==> src/rtl/imm_gen_pipe_if.sv <==
// imm_gen_pipe_if: instruction-in / immediate-out valid-ready bundle for imm_gen_pipe
interface imm_gen_pipe_if #(
  parameter int XLEN  = 32,
  parameter int TAG_W = 8
);
  logic             in_valid;
  logic             in_ready;
  logic [31:0]      in_instr;
  logic [TAG_W-1:0] in_tag;
  logic             out_valid;
  logic             out_ready;
  logic [XLEN-1:0]  out_imm;
  logic [2:0]       out_type;
  logic             out_illegal;
  logic [TAG_W-1:0] out_tag;
  modport slave (
    input  in_valid, in_instr, in_tag, out_ready,
    output in_ready, out_valid, out_imm, out_type, out_illegal, out_tag
  );
  modport master (
    output in_valid, in_instr, in_tag, out_ready,
    input  in_ready, out_valid, out_imm, out_type, out_illegal, out_tag
  );
endinterface

==> src/rtl/imm_gen_pipe.sv <==
// imm_gen_pipe: registered RISC-V immediate generator behind a 2-entry skid buffer; IMMGEN_CSR_UIMM_EN adds CSR uimm decode
module imm_gen_pipe #(
  parameter int XLEN    = 32,
  parameter int TAG_W   = 8,
  parameter int COUNT_W = 16
) (
  input  logic               clk,
  input  logic               reset,
  imm_gen_pipe_if.slave      bus,
  input  logic               cnt_clr,
  output logic [COUNT_W-1:0] illegal_count
);
  typedef struct packed {
    logic [XLEN-1:0]  imm;
    logic [2:0]       typ;
    logic             ill;
    logic [TAG_W-1:0] tag;
  } ent_t;
  typedef enum logic [1:0] {EMPTY, ONE, FULL} state_t;
  localparam bit RV64 = (XLEN == 64);
  state_t      state, state_nx;
  ent_t        main_q, skid_q, dec;
  logic [31:0] ins;
  logic        acc, pop, ld_main, ld_skid, mv;
  assign ins = bus.in_instr;
  always_comb begin
    dec = '0;
    dec.tag = bus.in_tag;
    case (ins[6:0])
      7'b0000011, 7'b0010011, 7'b1100111: begin
        dec.typ = 3'd1;
        dec.imm = XLEN'($signed(ins[31:20]));
      end
      7'b0011011: begin
        dec.typ = RV64 ? 3'd1 : 3'd0;
        dec.imm = RV64 ? XLEN'($signed(ins[31:20])) : '0;
        dec.ill = !RV64;
      end
      7'b0100011: begin
        dec.typ = 3'd2;
        dec.imm = XLEN'($signed({ins[31:25], ins[11:7]}));
      end
      7'b1100011: begin
        dec.typ = 3'd3;
        dec.imm = XLEN'($signed({ins[31], ins[7], ins[30:25], ins[11:8], 1'b0}));
      end
      7'b0110111, 7'b0010111: begin
        dec.typ = 3'd4;
        dec.imm = XLEN'($signed({ins[31:12], 12'b0}));
      end
      7'b1101111: begin
        dec.typ = 3'd5;
        dec.imm = XLEN'($signed({ins[31], ins[19:12], ins[20], ins[30:21], 1'b0}));
      end
      7'b0110011, 7'b0001111: dec.ill = 1'b0;
      7'b1110011: begin
`ifdef IMMGEN_CSR_UIMM_EN
        dec.typ = ins[14] ? 3'd6 : 3'd0;
        dec.imm = ins[14] ? XLEN'(ins[19:15]) : '0;
`else
        dec.ill = 1'b0;
`endif
      end
      7'b0111011: dec.ill = !RV64;
      default: dec.ill = 1'b1;
    endcase
  end
  assign bus.in_ready    = (state != FULL) && !reset;
  assign bus.out_valid   = (state != EMPTY);
  assign bus.out_imm     = main_q.imm;
  assign bus.out_type    = main_q.typ;
  assign bus.out_illegal = main_q.ill;
  assign bus.out_tag     = main_q.tag;
  assign acc = bus.in_valid && bus.in_ready;
  assign pop = bus.out_valid && bus.out_ready;
  always_comb begin
    state_nx = state;
    ld_main  = 1'b0;
    ld_skid  = 1'b0;
    mv       = 1'b0;
    case (state)
      EMPTY: begin
        state_nx = acc ? ONE : EMPTY;
        ld_main  = acc;
      end
      ONE: begin
        ld_main  = acc && pop;
        ld_skid  = acc && !pop;
        state_nx = (acc && !pop) ? FULL : (pop && !acc) ? EMPTY : ONE;
      end
      FULL: begin
        state_nx = pop ? ONE : FULL;
        mv       = pop;
      end
      default: state_nx = EMPTY;
    endcase
  end
  always_ff @(posedge clk) begin
    if (reset) begin
      state         <= EMPTY;
      main_q        <= '0;
      skid_q        <= '0;
      illegal_count <= '0;
    end else begin
      state <= state_nx;
      if (ld_main) main_q <= dec;
      else if (mv) main_q <= skid_q;
      if (ld_skid) skid_q <= dec;
      else if (mv) skid_q <= '0;
      if (cnt_clr) illegal_count <= '0;
      else if (acc && dec.ill && illegal_count != '1) illegal_count <= illegal_count + 1'b1;
    end
  end
endmodule

==> src/flat_wrapper.sv <==
// flat-port wrapper written by rule: the top's interface ports become plain ports
module imm_gen_pipe_flat 
#(
  parameter int XLEN    = 32,
  parameter int TAG_W   = 8,
  parameter int COUNT_W = 16
)
  (clk, reset, cnt_clr, illegal_count, bus_in_valid, bus_in_instr, bus_in_tag, bus_out_ready, bus_in_ready, bus_out_valid, bus_out_imm, bus_out_type, bus_out_illegal, bus_out_tag);
  imm_gen_pipe_if #(.XLEN(XLEN), .TAG_W(TAG_W)) bus_i ();
  input  logic clk;
  input  logic reset;
  input  logic cnt_clr;
  output logic [COUNT_W-1:0] illegal_count;
  input wire logic [$bits(bus_i.in_valid)-1:0] bus_in_valid;
  input wire logic [$bits(bus_i.in_instr)-1:0] bus_in_instr;
  input wire logic [$bits(bus_i.in_tag)-1:0] bus_in_tag;
  input wire logic [$bits(bus_i.out_ready)-1:0] bus_out_ready;
  output wire logic [$bits(bus_i.in_ready)-1:0] bus_in_ready;
  output wire logic [$bits(bus_i.out_valid)-1:0] bus_out_valid;
  output wire logic [$bits(bus_i.out_imm)-1:0] bus_out_imm;
  output wire logic [$bits(bus_i.out_type)-1:0] bus_out_type;
  output wire logic [$bits(bus_i.out_illegal)-1:0] bus_out_illegal;
  output wire logic [$bits(bus_i.out_tag)-1:0] bus_out_tag;
  assign bus_i.in_valid = bus_in_valid;
  assign bus_i.in_instr = bus_in_instr;
  assign bus_i.in_tag = bus_in_tag;
  assign bus_i.out_ready = bus_out_ready;
  assign bus_in_ready = bus_i.in_ready;
  assign bus_out_valid = bus_i.out_valid;
  assign bus_out_imm = bus_i.out_imm;
  assign bus_out_type = bus_i.out_type;
  assign bus_out_illegal = bus_i.out_illegal;
  assign bus_out_tag = bus_i.out_tag;
  imm_gen_pipe #(.XLEN(XLEN), .TAG_W(TAG_W), .COUNT_W(COUNT_W)) u_core (.clk(clk), .reset(reset), .bus(bus_i), .cnt_clr(cnt_clr), .illegal_count(illegal_count));
endmodule
==> config.mk <==
export PLATFORM = sky130hd
export DESIGN_NAME = imm_gen_pipe_flat
export DESIGN_NICKNAME = d
export VERILOG_FILES = /design/src/rtl/imm_gen_pipe_if.sv /design/src/rtl/imm_gen_pipe.sv /design/src/flat_wrapper.sv
export SDC_FILE = /design/constraint.sdc
export NUM_CORES = 1
export LEC_CHECK = 0
export CAP_MARGIN = 20
export CORE_ASPECT_RATIO = 1.4
export CORE_UTILIZATION = 50
export CTS_CLUSTER_DIAMETER = 120
export DETAILED_ROUTE_END_ITERATION = 8
export PLACE_DENSITY = 0.83
export SYNTH_ARGS = -nofsm -noshare
export SYNTH_HDL_FRONTEND = slang
export SYNTH_SLANG_ARGS = --single-unit
==> constraint.sdc <==
create_clock -name clk -period 2.2 [get_ports clk]
set_input_delay 0.44 -clock clk [delete_from_list [all_inputs] [get_ports clk]]
set_output_delay 0.44 -clock clk [all_outputs]
set_load 0.05 [all_outputs]
==> run summary, run 1 <==
clock period minus worst slack: 2.09 ns
I/O Buffers: 106
top post-synthesis cells by area: dfxtp_1 45%, a22oi_1 7.5%, nand2_1 6.5%
Clock transition at path regs: 0.07 ns
RR Endpoint: u_core.skid_q[9]
CTS root buf: clkbuf_16
hold crit path type: flop to flop
final worst-path cycle share: 94.9%
Hold Vio Cnt, Final: 0
area delta synth->final: 38.2%
pin count of the biggest net entering global routing: 38
max-cap viol count: 0
io pins: 107
status: finished, final reports clean
Synth top area share: 45.4%
asr flop ratio synth: 0%
Largest stage delay, worst path: 0.80 ns
Layout Skew: 0.00622 ns
min-delay src: u_core.skid_q[37]
Core Rows: 41
Detailed Place HPWL: 9530 um
RSZ-0062 raised after global routing: false
Netlist Area Pre-Place: 4680 um^2
hold-fix buffers at CTS: 0
net count after synthesis: 608
DRC: 0
Netlist cell types: 57
R2R Setup Slk: 0.13 ns
CTS tree: yes
Syn Inst Count: 560
Final ANT Viol Nets: 0
Die Y: 116 um
Nets: 742
Die Area: 9750 um^2
die width: 83.7 um
final worst slack: 0.112 ns
Crit path max-delay family: buffers and inverters
largest area contributor in the netlist: dfxtp_1
CTS Buffer Depth: 2
# fillers: 694
CP Capture Type: primary output
clk sinks: 106
Syn Area/Cell: 8.35 um^2
Worst path slowest cell: clkdlybuf4s50_1
sink of the worst hold path: u_core.skid_q[37]
Initial Utilization: 51.8%
register area share after synthesis: 45.4%
Worst-Margin Slew: 0.549 ns
hold path depth: 2
Crit Path Class: flop to primary output
FMAX: 479 MHz
Critical Path Source Type: flop
core box area: 9030 um^2
EDFF count, synth: 0
total congestion overflow: 0
Num CTS Buffers: 9
drt total wl: 13,400 um
Placer Congestion: 0.997
pwr dens: 610 nW/um^2
yosys warns: 0
Synth Register Bits: 106
Setup WS pre-CTS: -0.368 ns
Critical Path, Cell by Cell: buf_4 > clkdlybuf4s50_1
vias per cell: 6.00
TritonRoute pass-1 iters: 5
Hold WS: 0.448 ns
Clock Latency Late Sink: 0.35 ns
number of diodes: 0
setup TNS: 0 ns
relative slew slack: 63.3%
vias in the first global route: 4,597
Req. time, crit path: 1.76 ns
CP Buf/Inv Count: 2
R2R cell count: 10
vias: 4,834
Setup Viol. Count Final: 0
Crit path arrival time: 1.65 ns
worst-path fanout max: 7
Total GRT Usage: 27.4%
Slew Viols, Final: 0
share of cells above drive strength 1: 13.3%
initial antenna violation count: 0
Reg2Reg Launch Point: u_core.state[0]
Worst VDD drop: 0.490 mV
DRT iter0 DRCs: 346
Util after Layout: 71.6%
first-pass GRT wire length: 21,400 um
WL per Instance: 16.7 um
P_leak: 2.31 nW
maximum level of the CTS H-tree: 3
dominant synthesized flop cell: dfxtp_1
-- metal layers --
metal	global-route usage, %	up-vias	routed length [um]
li1	-	2307	-
met1	30.5	2294	5170
met2	50.8	201	7170
met3	4.52	32	739
met4	13.3	0	363
met5	0	-	0
-- flip-flops by register name (all words and copies together), names as in the netlist --
register	flops
u_core.illegal_count	16
u_core.skid_q	44
u_core.bus.out_imm	32
u_core.state	2
u_core.bus.out_illegal	1
u_core.bus.out_tag	8
u_core.bus.out_type	3
-- worst reg2reg max path, delay by kind of cell (launching register included) --
family	cells	cell delay (ns)
AO/OA/AOI/OAI	1	0.21
adder cells (fa/ha/maj)	1	0.16
buffers and inverters	2	0.34
flip-flops	1	0.39
AND/OR/NAND/NOR	6	0.86
-- synthesized netlist by cell type (10+ instances only) --
master	number
a22oi_1	47
nand3_1	16
nor2_1	38
nand2_1	81
a21oi_1	59
dfxtp_1	106
and2_1	15
and3_1	10
o22ai_1	11
buf_2	14
o21ai_1	32
clkbuf_1	18
-- cells in the final DEF (no fill, tap or decap), types with 9 or more instances in the layout --
cell type	count
dfxtp_1	105
clkdlybuf4s50_1	102
nand2_1	81
a21oi_1	58
buf_4	56
a22oi_1	47
nor2_1	36
o21ai_1	32
nand3_1	16
and2_1	14
o22ai_1	11
and3_1	10
clkbuf_16	9
-- worst max-delay path by stage --
stage                                        to                     from  cells after the start  slack, ns
after floorplan                    bus_in_ready                    reset                      4       0.02
after global placement    u_core.bus.out_tag[0]             bus_in_valid                     11      -0.30
after detailed placement  u_core.bus.out_tag[4]             bus_in_valid                     11      -0.37
after CTS                 u_core.bus.out_imm[7]          u_core.state[1]                      9      0.002
after global routing           u_core.skid_q[9]          u_core.state[0]                     10    0.00003
final                          illegal_count[2]  u_core.illegal_count[2]                      2       0.11
-- cells by family after synthesis --
family          Yosys count  synth area share (%)
mux                       4                 0.883
simple gates            205                  21.7
buf+inv                  45                  4.71
flops                   106                  45.4
fa+ha+maj                 3                 0.803
compound gates          197                  26.5
-- timing repair --
action                                  4_1_cts  5_1_grt
resized for setup                             3        8
pin swaps                                     0        1
gates cloned                                  0        0
buffers inserted                              0        0
endpoints found under the setup margin        9       39
-- report_power, final --
group / switching, mW / internal (mW) / total [mW]
sequential: 0.0167 / 1.94 / 1.96
clock: 0.727 / 0.779 / 1.51
combinational: 0.269 / 0.213 / 0.482
total: 1.01 / 2.93 / 3.94
-- stage by stage --
step	total power [mW]	area, um^2	std cells
5_1_grt	4.08	6460	806
3_3_place_gp	2.46	6140	790
2_1_floorplan	2.23	4680	560
3_5_place_dp	2.47	6140	790
6_report	3.94	6460	806
4_1_cts	3.96	6440	806
-- layout make-up --
type,instances,area (um^2),area share [%]
Multi-Input combinational cell,409,2380,36.8
Inverter,4,15.0,0.232
Tap cell,107,134,2.07
Timing Repair Buffer,164,1530,23.7
Clock inverter,6,51.3,0.794
Sequential cell,106,2120,32.8
Clock buffer,10,229,3.54
Note: power is estimated with default switching activity, not from simulation.
==> run 2: changes to the inputs <==
- ABC_AREA: unset -> 0
==> results of run 2 <==
The final DEF is identical to that of run 1; final timing and power are the same.
==> run 3: changes to the inputs <==
- CORE_ASPECT_RATIO: 1.4 -> 0.7
==> run 3 against run 2 <==
  * Global-route usage is 2.9 points higher
  * Worst setup slack better by 0.0043 ns
  * First-iteration DRC count is 64% higher
  * Utilization is 0.21 points lower
  * Cell area is 0.17% higher
  * Largest power group unchanged
==> run summary, run 3 (synthesized netlist as in run 1, its figures left out) <==
Crit path arrival time: 1.64 ns (about the same)
hold-fix buffers at CTS: 0 (unchanged)
critical path depth in cells: 2 (unchanged)
Initial Utilization: 51.6% (-0.24 points)
final worst-path cycle share: 94.7% (-0.20 points)
Worst VDD drop: 0.399 mV (-19%)
core box area: 9070 um^2 (+0.47%)
Critical Path Source Type: flop
commonest non-fill, non-tap cell in the layout: dfxtp_1
P_leak: 2.31 nW (-0.31%)
share of cells above drive strength 1: 12.4% (-0.89 points)
Slew Viols, Final: 0 (unchanged)
Die Y: 82.9 um (-29%)
vias per cell: 6.01 (+0.25%)
vias: 4,912 (+1.6%)
Num CTS Buffers: 9 (unchanged)
initial antenna violation count: 0 (unchanged)
pwr dens: 627 nW/um^2 (+2.7%)
clk sinks: 106 (unchanged)
Worst path slowest cell: clkdlybuf4s50_1
FMAX: 480 MHz (+0.21%)
drt total wl: 14,700 um (+9.1%)
Placer Congestion: 0.900 (-9.7%)
Cells after DPL: 801 (+1.4%)
critical path capture point: illegal_count[2]
Total GRT Usage: 30.3% (+2.9 points)
R2R cell count: 9 (-1)
CTS Buffer Depth: 2 (unchanged)
hold path depth: 2 (unchanged)
Final Cell Area: 6470 um^2 (+0.17%)
area delta synth->final: 38.4%
CTS tree: yes
Detailed Place HPWL: 10,100 um (+6.2%)
io pins: 107 (unchanged)
status: finished, final reports clean
R2R Setup Slk: 0.13 ns (about the same)
maximum level of the CTS H-tree: 3 (unchanged)
Crit path max-delay family: buffers and inverters
CTS root buf: clkbuf_16
worst-path fanout max: 7 (unchanged)
clock period minus worst slack: 2.08 ns (-0.00434 ns)
commonest cells after routing, fill and taps aside: 106 x dfxtp_1, 103 x clkdlybuf4s50_1, 81 x nand2_1
WL per Instance: 17.9 um (+7.6%)
CP Buf/Inv Count: 2 (unchanged)
post-route insts no fill: 817 (+1.4%)
Req. time, crit path: 1.76 ns (about the same)
Worst-Margin Slew: 0.658 ns (+0.108 ns)
Core Rows: 29 (-29%)
Final ANT Viol Nets: 0 (unchanged)
vias in the first global route: 4,697 (+2.2%)
Layout Skew: 0.00633 ns (+0.000115 ns)
Largest stage delay, worst path: 0.81 ns (about the same)
Die Area: 9750 um^2 (about the same)
pin count of the biggest net entering global routing: 61 (+61%)
CP Capture Type: primary output
RR Endpoint: u_core.bus.out_imm[3]
Hold Vio Cnt, Final: 0 (unchanged)
first-pass GRT wire length: 23,700 um (+10%)
Reg2Reg Launch Point: u_core.state[0]
DRT iter0 DRCs: 569 (+64%)
total power: 4.06 mW (+2.9%)
Nets: 736 (-0.81%)
relative slew slack: 56.2% (-7.1 points)
largest reg by FF count: u_core.skid_q
Setup Viol. Count Final: 0 (unchanged)
Clock transition at path regs: 0.07 ns (about the same)
max reg flops: 44 (unchanged)
Critical Path, Cell by Cell: buf_4 > clkdlybuf4s50_1
Setup crit start: u_core.illegal_count[2]
total congestion overflow: 0 (unchanged)
Clock Latency Late Sink: 0.35 ns (about the same)
Crit Path Class: flop to primary output
placed cell areas: 6160 um^2 (+0.43%)
I/O Buffers: 106 (unchanged)
TritonRoute pass-1 iters: 5 (unchanged)
RSZ-0062 raised after global routing: false
DRC: 0 (unchanged)
hold crit path type: flop to flop
die width: 118 um (+40%)
max-cap viol count: 0 (unchanged)
Hold WS: 0.445 ns (-0.00347 ns)
number of diodes: 0 (unchanged)
Util after Layout: 71.4% (-0.21 points)
[run 3: routing by layer]
metal / share of wire (%) / wire length, um / global-route usage, %
met2: 46 / 6680 / 47.7
met5: 0 / 0 / 0
met4: 1.9 / 277 / 9.09
met3: 8.0 / 1170 / 6.04
met1: 45 / 6540 / 42.0
[run 3: cell type report]
type | count | area, um^2
fill | 666 | 2600
multi-input combinational | 409 | 2360
sequential | 106 | 2120
timing repair buffer | 158 | 1530
clock buffer | 10 | 229
tap | 124 | 155
clock inverter | 6 | 65.1
inverter | 4 | 15.0
[run 3: worst min-delay path by stage]
stage	from	endpoint	slack, ns
floorplan	u_core.skid_q[42]	u_core.skid_q[42]	0.42
global placement	u_core.skid_q[42]	u_core.skid_q[42]	0.43
detailed placement	u_core.skid_q[41]	u_core.skid_q[41]	0.43
CTS	u_core.skid_q[41]	u_core.skid_q[41]	0.44
global route	u_core.skid_q[41]	u_core.skid_q[41]	0.47
finish	u_core.skid_q[39]	u_core.skid_q[39]	0.44
[run 3: repair_timing]
action / 4_1_cts / 5_1_grt
resized for setup: 0 / 4
setup endpoints to repair: 0 / 16
endpoints found under the hold margin: 0 / 0
setup buffers: 0 / 0
[run 3: per-stage QoR]
| step | setup slack (ns) | setup TNS (ns) |
|---|---|---|
| floorplan | 0.0214 | 0 |
| global placement | -0.136 | -4.59 |
| detailed placement | -0.249 | -10.23 |
| CTS | 0.0687 | 0 |
| global route | 0.00867 | 0 |
| finish | 0.117 | 0 |
[run 3: report_power, final]
| part | switching (mW) | total (mW) | leakage [nW] | internal, mW |
|---|---|---|---|---|
| Combinational | 0.277 | 0.489 | 1.31 | 0.213 |
| Clock | 0.729 | 1.61 | 0.143 | 0.885 |
| Sequential | 0.0167 | 1.96 | 0.855 | 1.94 |
| Total | 1.02 | 4.06 | 2.31 | 3.04 |
[run 3: worst register-to-register path, delay by kind of cell (launching register included)]
family / cells / cell delay, ns
AO/OA/AOI/OAI: 3 / 0.53
adder cells (fa/ha/maj): 1 / 0.18
buffers and inverters: 1 / 0.19
flip-flops: 1 / 0.48
AND/OR/NAND/NOR: 4 / 0.54
